### src/rtl/uart_pkg.sv
`default_nettype none
// ============================================================================
// Module   : uart_pkg
// Purpose  : Shared types and helpers for the buffered UART transmitter.
// Revision : 1.0 - initial release
// ============================================================================
package uart_pkg;

   // Parity selection; any other value is treated as no parity.
   typedef enum logic [1:0] {
      PAR_NONE = 2'd0,
      PAR_ODD  = 2'd1,
      PAR_EVEN = 2'd2
   } parity_e;

   // Transmitter frame states.
   typedef enum logic [2:0] {
      IDLE   = 3'd0,
      START  = 3'd1,
      DATA   = 3'd2,
      PARITY = 3'd3,
      STOP   = 3'd4
   } tx_state_e;

   // Clock cycles occupied by one complete frame on the serial line.
   function automatic int frame_cycles(input int cpb, input int dbits,
                                       input int pmode, input int sbits);
      int par;
      par = (pmode == int'(PAR_ODD) || pmode == int'(PAR_EVEN)) ? 1 : 0;
      return cpb * (1 + dbits + par + sbits);
   endfunction

endpackage
`default_nettype wire

### src/rtl/uart_fifo.sv
`default_nettype none
// ============================================================================
// Module   : uart_fifo
// Purpose  : Synchronous FIFO with combinational head read and occupancy count.
// Revision : 1.0 - initial release
// ============================================================================
module uart_fifo #(
   parameter int WIDTH = 8,
   parameter int DEPTH = 4
) (
   input  logic                     clk,
   input  logic                     rst_n,
   input  logic                     push,
   input  logic [WIDTH-1:0]         push_data,
   input  logic                     pop,
   output logic [WIDTH-1:0]         pop_data,
   output logic                     full,
   output logic                     empty,
   output logic [$clog2(DEPTH):0]   count
);
   import uart_pkg::*;

   localparam int                 c_ADDR_W = $clog2(DEPTH);
   localparam logic [c_ADDR_W:0]  c_FULL   = (c_ADDR_W + 1)'(DEPTH);

   logic [WIDTH-1:0]    r_mem [DEPTH];
   logic [c_ADDR_W-1:0] r_wr_ptr;
   logic [c_ADDR_W-1:0] r_rd_ptr;
   logic [c_ADDR_W:0]   r_count;
   logic                w_do_push;
   logic                w_do_pop;

   // A push into a full FIFO is dropped even when a pop frees a slot this cycle.
   assign w_do_push = push && !full;
   assign w_do_pop  = pop && !empty;

   assign full     = (r_count == c_FULL);
   assign empty    = (r_count == '0);
   assign count    = r_count;
   assign pop_data = r_mem[r_rd_ptr];

   // Storage array; contents need no reset because count gates every read.
   always_ff @(posedge clk) begin
      if (w_do_push) begin
         r_mem[r_wr_ptr] <= push_data;
      end
   end

   // Pointers wrap naturally since DEPTH is a power of two.
   always_ff @(posedge clk) begin
      if (!rst_n) begin
         r_wr_ptr <= '0;
         r_rd_ptr <= '0;
         r_count  <= '0;
      end else begin
         if (w_do_push) r_wr_ptr <= r_wr_ptr + 1'b1;
         if (w_do_pop)  r_rd_ptr <= r_rd_ptr + 1'b1;
         if (w_do_push && !w_do_pop) begin
            r_count <= r_count + 1'b1;
         end else if (!w_do_push && w_do_pop) begin
            r_count <= r_count - 1'b1;
         end
      end
   end

endmodule
`default_nettype wire

### src/rtl/uart_tx_buffered.sv
`default_nettype none
// ============================================================================
// Module   : uart_tx_buffered
// Purpose  : UART transmitter fed by a small FIFO; configurable data width,
//            parity, stop bits and bit period. Frames go out back to back.
// Revision : 1.0 - initial release
// ============================================================================
module uart_tx_buffered #(
   parameter int CLOCKS_PER_BIT = 3,
   parameter int DATA_BITS      = 8,
   parameter int PARITY_MODE    = 0,
   parameter int STOP_BITS      = 1,
   parameter int FIFO_DEPTH     = 4
) (
   input  logic                          clk,
   input  logic                          rst_n,
   input  logic [DATA_BITS-1:0]          in_data,
   input  logic                          in_valid,
   output logic                          in_ready,
   output logic                          ser_tx,
   output logic                          busy,
   output logic [$clog2(FIFO_DEPTH):0]   fifo_count
);
   import uart_pkg::*;

   localparam int   c_TIMER_W = $clog2(CLOCKS_PER_BIT);
   localparam int   c_BIT_W   = $clog2(DATA_BITS);
   localparam logic [c_TIMER_W-1:0] c_TIMER_MAX = c_TIMER_W'(CLOCKS_PER_BIT - 1);
   localparam logic [c_BIT_W-1:0]   c_BIT_MAX   = c_BIT_W'(DATA_BITS - 1);
   localparam logic                 c_STOP_MAX  = 1'(STOP_BITS - 1);
   // Mode 3 (unused encoding) falls through to "no parity".
   localparam logic c_PAR_EN  = (PARITY_MODE == int'(PAR_ODD)) ||
                                (PARITY_MODE == int'(PAR_EVEN));
   localparam logic c_PAR_ODD = (PARITY_MODE == int'(PAR_ODD));

   tx_state_e              r_state,  w_state_nx;
   logic [c_TIMER_W-1:0]   r_timer,  w_timer_nx;
   logic [c_BIT_W-1:0]     r_bit_idx, w_bit_nx;
   logic                   r_stop_idx, w_stop_nx;
   logic [DATA_BITS-1:0]   r_shift,  w_shift_nx;
   logic                   r_parity, w_parity_nx;
   logic                   r_ser_tx, w_ser_nx;

   logic                   w_tick;
   logic                   w_load;
   logic                   w_push;
   logic                   w_fifo_full;
   logic                   w_fifo_empty;
   logic [DATA_BITS-1:0]   w_pop_data;

   assign w_push   = in_valid && in_ready;
   assign in_ready = !w_fifo_full;
   assign ser_tx   = r_ser_tx;
   assign busy     = (r_state != IDLE);
   assign w_tick   = (r_timer == c_TIMER_MAX);

   uart_fifo #(
      .WIDTH (DATA_BITS),
      .DEPTH (FIFO_DEPTH)
   ) u_fifo (
      .clk       (clk),
      .rst_n     (rst_n),
      .push      (w_push),
      .push_data (in_data),
      .pop       (w_load),
      .pop_data  (w_pop_data),
      .full      (w_fifo_full),
      .empty     (w_fifo_empty),
      .count     (fifo_count)
   );

   // Frame state register; the serial line is registered so it never glitches.
   always_ff @(posedge clk) begin
      if (!rst_n) begin
         r_state    <= IDLE;
         r_timer    <= '0;
         r_bit_idx  <= '0;
         r_stop_idx <= 1'b0;
         r_shift    <= '0;
         r_parity   <= 1'b0;
         r_ser_tx   <= 1'b1;
      end else begin
         r_state    <= w_state_nx;
         r_timer    <= w_timer_nx;
         r_bit_idx  <= w_bit_nx;
         r_stop_idx <= w_stop_nx;
         r_shift    <= w_shift_nx;
         r_parity   <= w_parity_nx;
         r_ser_tx   <= w_ser_nx;
      end
   end

   // Next-state logic; ser_tx is computed for the bit that starts on the next edge.
   always_comb begin
      w_state_nx  = r_state;
      w_timer_nx  = w_tick ? '0 : r_timer + 1'b1;
      w_bit_nx    = r_bit_idx;
      w_stop_nx   = r_stop_idx;
      w_shift_nx  = r_shift;
      w_parity_nx = r_parity;
      w_ser_nx    = r_ser_tx;
      w_load      = 1'b0;

      unique case (r_state)
         IDLE: begin
            w_timer_nx = '0;
            w_ser_nx   = 1'b1;
            w_load     = !w_fifo_empty;
         end
         START: begin
            if (w_tick) begin
               w_state_nx = DATA;
               w_bit_nx   = '0;
               w_ser_nx   = r_shift[0];
            end
         end
         DATA: begin
            if (w_tick) begin
               if (r_bit_idx == c_BIT_MAX) begin
                  if (c_PAR_EN) begin
                     w_state_nx = PARITY;
                     w_ser_nx   = r_parity;
                  end else begin
                     w_state_nx = STOP;
                     w_stop_nx  = 1'b0;
                     w_ser_nx   = 1'b1;
                  end
               end else begin
                  w_bit_nx   = r_bit_idx + 1'b1;
                  w_shift_nx = r_shift >> 1;
                  w_ser_nx   = r_shift[1];
               end
            end
         end
         PARITY: begin
            if (w_tick) begin
               w_state_nx = STOP;
               w_stop_nx  = 1'b0;
               w_ser_nx   = 1'b1;
            end
         end
         STOP: begin
            if (w_tick) begin
               if (r_stop_idx == c_STOP_MAX) begin
                  // Chain straight into the next frame when one is waiting.
                  if (!w_fifo_empty) begin
                     w_load = 1'b1;
                  end else begin
                     w_state_nx = IDLE;
                     w_ser_nx   = 1'b1;
                  end
               end else begin
                  w_stop_nx = r_stop_idx + 1'b1;
               end
            end
         end
         default: begin
            w_state_nx = IDLE;
            w_ser_nx   = 1'b1;
         end
      endcase

      // Loading a word also launches its start bit on the same edge.
      if (w_load) begin
         w_state_nx  = START;
         w_timer_nx  = '0;
         w_shift_nx  = w_pop_data;
         w_parity_nx = c_PAR_ODD ? ~^w_pop_data : ^w_pop_data;
         w_ser_nx    = 1'b0;
      end
   end

endmodule
`default_nettype wire

### config.mk
export PLATFORM = sky130hd
export DESIGN_NAME = uart_tx_buffered
export DESIGN_NICKNAME = d
export VERILOG_FILES = /design/src/rtl/uart_pkg.sv /design/src/rtl/uart_fifo.sv /design/src/rtl/uart_tx_buffered.sv
export SDC_FILE = /design/constraint.sdc
export NUM_CORES = 1
export LEC_CHECK = 0
export CAP_MARGIN = 20
export CORE_AREA = 8 8 86 73
export CTS_CLUSTER_DIAMETER = 80
export CTS_CLUSTER_SIZE = 25
export DETAILED_ROUTE_END_ITERATION = 10
export DIE_AREA = 0 0 94 81
export HOLD_SLACK_MARGIN = 0.15
export PLACE_DENSITY = 0.77
export SYNTH_ARGS = -nofsm -noshare
export SYNTH_HDL_FRONTEND = slang
export SYNTH_SLANG_ARGS = --single-unit
### constraint.sdc
create_clock -name clk -period 2.5 [get_ports clk]
set_clock_uncertainty 0.2 [all_clocks]
set_input_delay 0.5 -clock clk [delete_from_list [all_inputs] [get_ports clk]]
set_output_delay 0.5 -clock clk [all_outputs]
set_load 0.05 [all_outputs]
==> results.ini <==
[outcome]
status=completed

[yosys]
ys_ff_latch=58
post_synth_num_cell_types=38
syn_area_per_cell_sq_um=13.4
synth_area_sq_um=2460
synth_seq_area_share_pct=60.1
synthCells=184
synth_nets=204
ys_warn_count=0

[timing]
tightest_slew_ns=0.520
fin_hold_ws_ns=0.214
hold_violations=0
report.final.setup_viol=0
maxSlewHeadroom_pct=65.3
max_freq_ghz=0.415
final.period_utilization_pct=96.3
tns_ns=0
fin_crit_ns=2.41
drv_slew=0
setup_ws_ns=0.0914

[cells_and_area]
n_antenna_cell=0
area_growth_pct=18.0
drive_gt1_share_pct=20.2
nets=229
final_util_pct=60.1
postLayoutCellArea_sq_um=2910

[drt]
vias=1464
detail_route.wl_per_cell_um=15.3
vias_per_cell=5.32
drc=0
drtPass1Iterations=4
finalWirelength_um=4190
drtIter0Drc=37
antenna_left=0

[global_route]
gr-total-overflow=0
grt_first_pass_wirelength_um=7330
grt_pass1_vias=1513
antenna_found_initial=0
grt_max_degree=21
grtUsageTotal_pct=12.8

[clocking]
root_buffer=clkbuf_8
cts_buffer_depth=2
cts_resized=0
worst_skew_pair.late_latency_ns=0.34
cts_sinks=58
h-tree-depth=3
hold_buffers=0
path_clk_slew_ns=0.07
numCtsBuffers=9
cts_tree=done
cts_setup_buffers=0

[floorplanning]
chipHeight_um=81
ios=17
initial_core_util_pct=51.0
rows=23
core_sq_um=4830
die_x_um=94
die-area_sq_um=7610

[critical_path]
cp_max_fo=5
path_delay_family=simple AND/OR/NAND/NOR gates
max_stage_delay_ns=0.42
path_cells=or3_4 -> nand3_2 -> ha_2 -> inv_1 -> fa_1 -> xor2_1 -> or3_4 -> a21oi_2
path_buf_inv=1
critPathMostFrequentCell=or3_4
critPathLaunchType=flip-flop
worstPathRequired_ns=2.56
cp.depth=8
endpoint_kind=flip-flop
worstPathArrival_ns=2.47
r2r_setup_slack_ns=0.09
slowest_stage=or3_4
critPathKind=reg2reg
reg2regPathDepth=8

[place]
gp_congestion=0.800
placed_cell_area_sq_um=2680
place.port_buffers=16
dp_hpwl_um=2850
dp_slack_ns=-0.153

[power_and_ir_drop]
switchingPower_w=0.00101
pwr-share-comb_pct=29.4
seqPwrFrac_pct=41.7
power.share.clock_pct=29.0
p_int_w=0.00215
leakage_nw=1.03
p_per_area_nw_per_um2=1090
p_sw_share_pct=32.0
vdd_drop_max_mv=0.540

[job]
max_cap_viol_count=0

[worst_hold_path]
hold_class=reg2reg
whs_path_depth=1

==> logic make-up (layout without fill, tap and decap cells) <==
kind of cell | after synthesis | after routing | share of synthesized area [%]
adder cells (fa/ha/maj) | 9 | 9 | 4.88
buffers and inverters | 18 | 47 | 4.32
multiplexers | 17 | 17 | 11.0
AND/OR/NAND/NOR | 41 | 41 | 9.70
XOR/XNOR | 4 | 4 | 1.42
AO/OA/AOI/OAI | 37 | 37 | 8.58
flip-flops | 58 | 58 | 60.1
==> cells in the mapped netlist (all sizes together) <==
cell,number,share of area (%)
a21boi,1,0.46
a21oi,17,3.5
a22oi,1,0.30
and2,5,1.4
buf,6,2.5
clkbuf,3,0.46
dfxtp,26,21
edfxtp,32,39
fa,1,0.81
ha,8,4.1
inv,9,1.4
mux2i,9,3.7
mux4,8,7.3
nand2,7,1.1
nand2b,2,0.51
nand3,1,0.41
nand3b,1,0.30
nand4,2,0.51
nor2,11,1.8
nor2b,3,0.76
nor3,3,0.61
nor3b,2,1.1
nor4b,1,0.36
o2111ai,2,0.71
o211ai,3,0.91
o21a,1,0.30
o21ai,12,2.4
or3,3,0.96
xnor2,2,0.71
xor2,2,0.71
==> cells in the final DEF, fill, tap and decap left out, types with 4 or more instances in the layout <==
cell / Yosys / final
dfxtp_1: 26 / 23
mux4_2: 8 / 8
edfxtp_1: 32 / 32
inv_1: 9 / 9
clkdlybuf4s50_1: 0 / 15
and2_1: 4 / 4
nor2_1: 10 / 10
o21ai_1: 9 / 9
a21oi_1: 17 / 16
ha_1: 8 / 7
mux2i_1: 9 / 9
buf_4: 1 / 8
clkbuf_8: 0 / 9
nand2_1: 7 / 7
==> path summary, 6_finish.rpt <==
kind                         from              end
setup / recovery  u_fifo.count[1]  u_fifo.count[2]
hold / removal         r_timer[0]       r_timer[0]
hold reg to reg        r_timer[0]       r_timer[0]
setup reg to reg  u_fifo.count[1]  u_fifo.count[2]
==> area by class of cell <==
class | instances | area (sq um)
inverter | 9 | 33.8
tap | 62 | 77.6
timing repair buffer | 23 | 210
sequential | 58 | 1490
multi-input combinational | 108 | 895
clock inverter | 6 | 82.6
clock buffer | 9 | 124
fill | 394 | 1930
==> metal layers <==
layer  up-vias  routed length, um  global-route usage, %
li1        723                  -                      -
met1       704               1910                   14.8
met2        25               1990                   19.3
met3        12                206                   5.25
met4         0                 89                   8.53
met5         -                  0                      0
==> power by group through the flow <==
stage	clock (W)	combinational (W)	sequential, W
2_1_floorplan	0	0.000670	0.00136
3_3_place_gp	0	0.000880	0.00133
3_5_place_dp	0	0.000903	0.00134
4_1_cts	0.000935	0.000913	0.00132
5_1_grt	0.000973	0.00103	0.00135
6_report	0.000917	0.000930	0.00132
==> state kept, by name, summed over array words and instances (netlist names), 2 cells and up, named ones only <==
signal           count
u_fifo.r_mem        32
r_shift              8
r_bit_idx            3
r_state              3
u_fifo.count         3
r_timer              2
u_fifo.r_rd_ptr      2
u_fifo.r_wr_ptr      2
==> through the flow <==
stage	cells	total power, W
floorplan	184	0.00203
global placement	260	0.00221
detailed placement	260	0.00224
CTS	275	0.00317
global route	275	0.00335
finish	275	0.00316
Power figures use the tool's default switching activity.
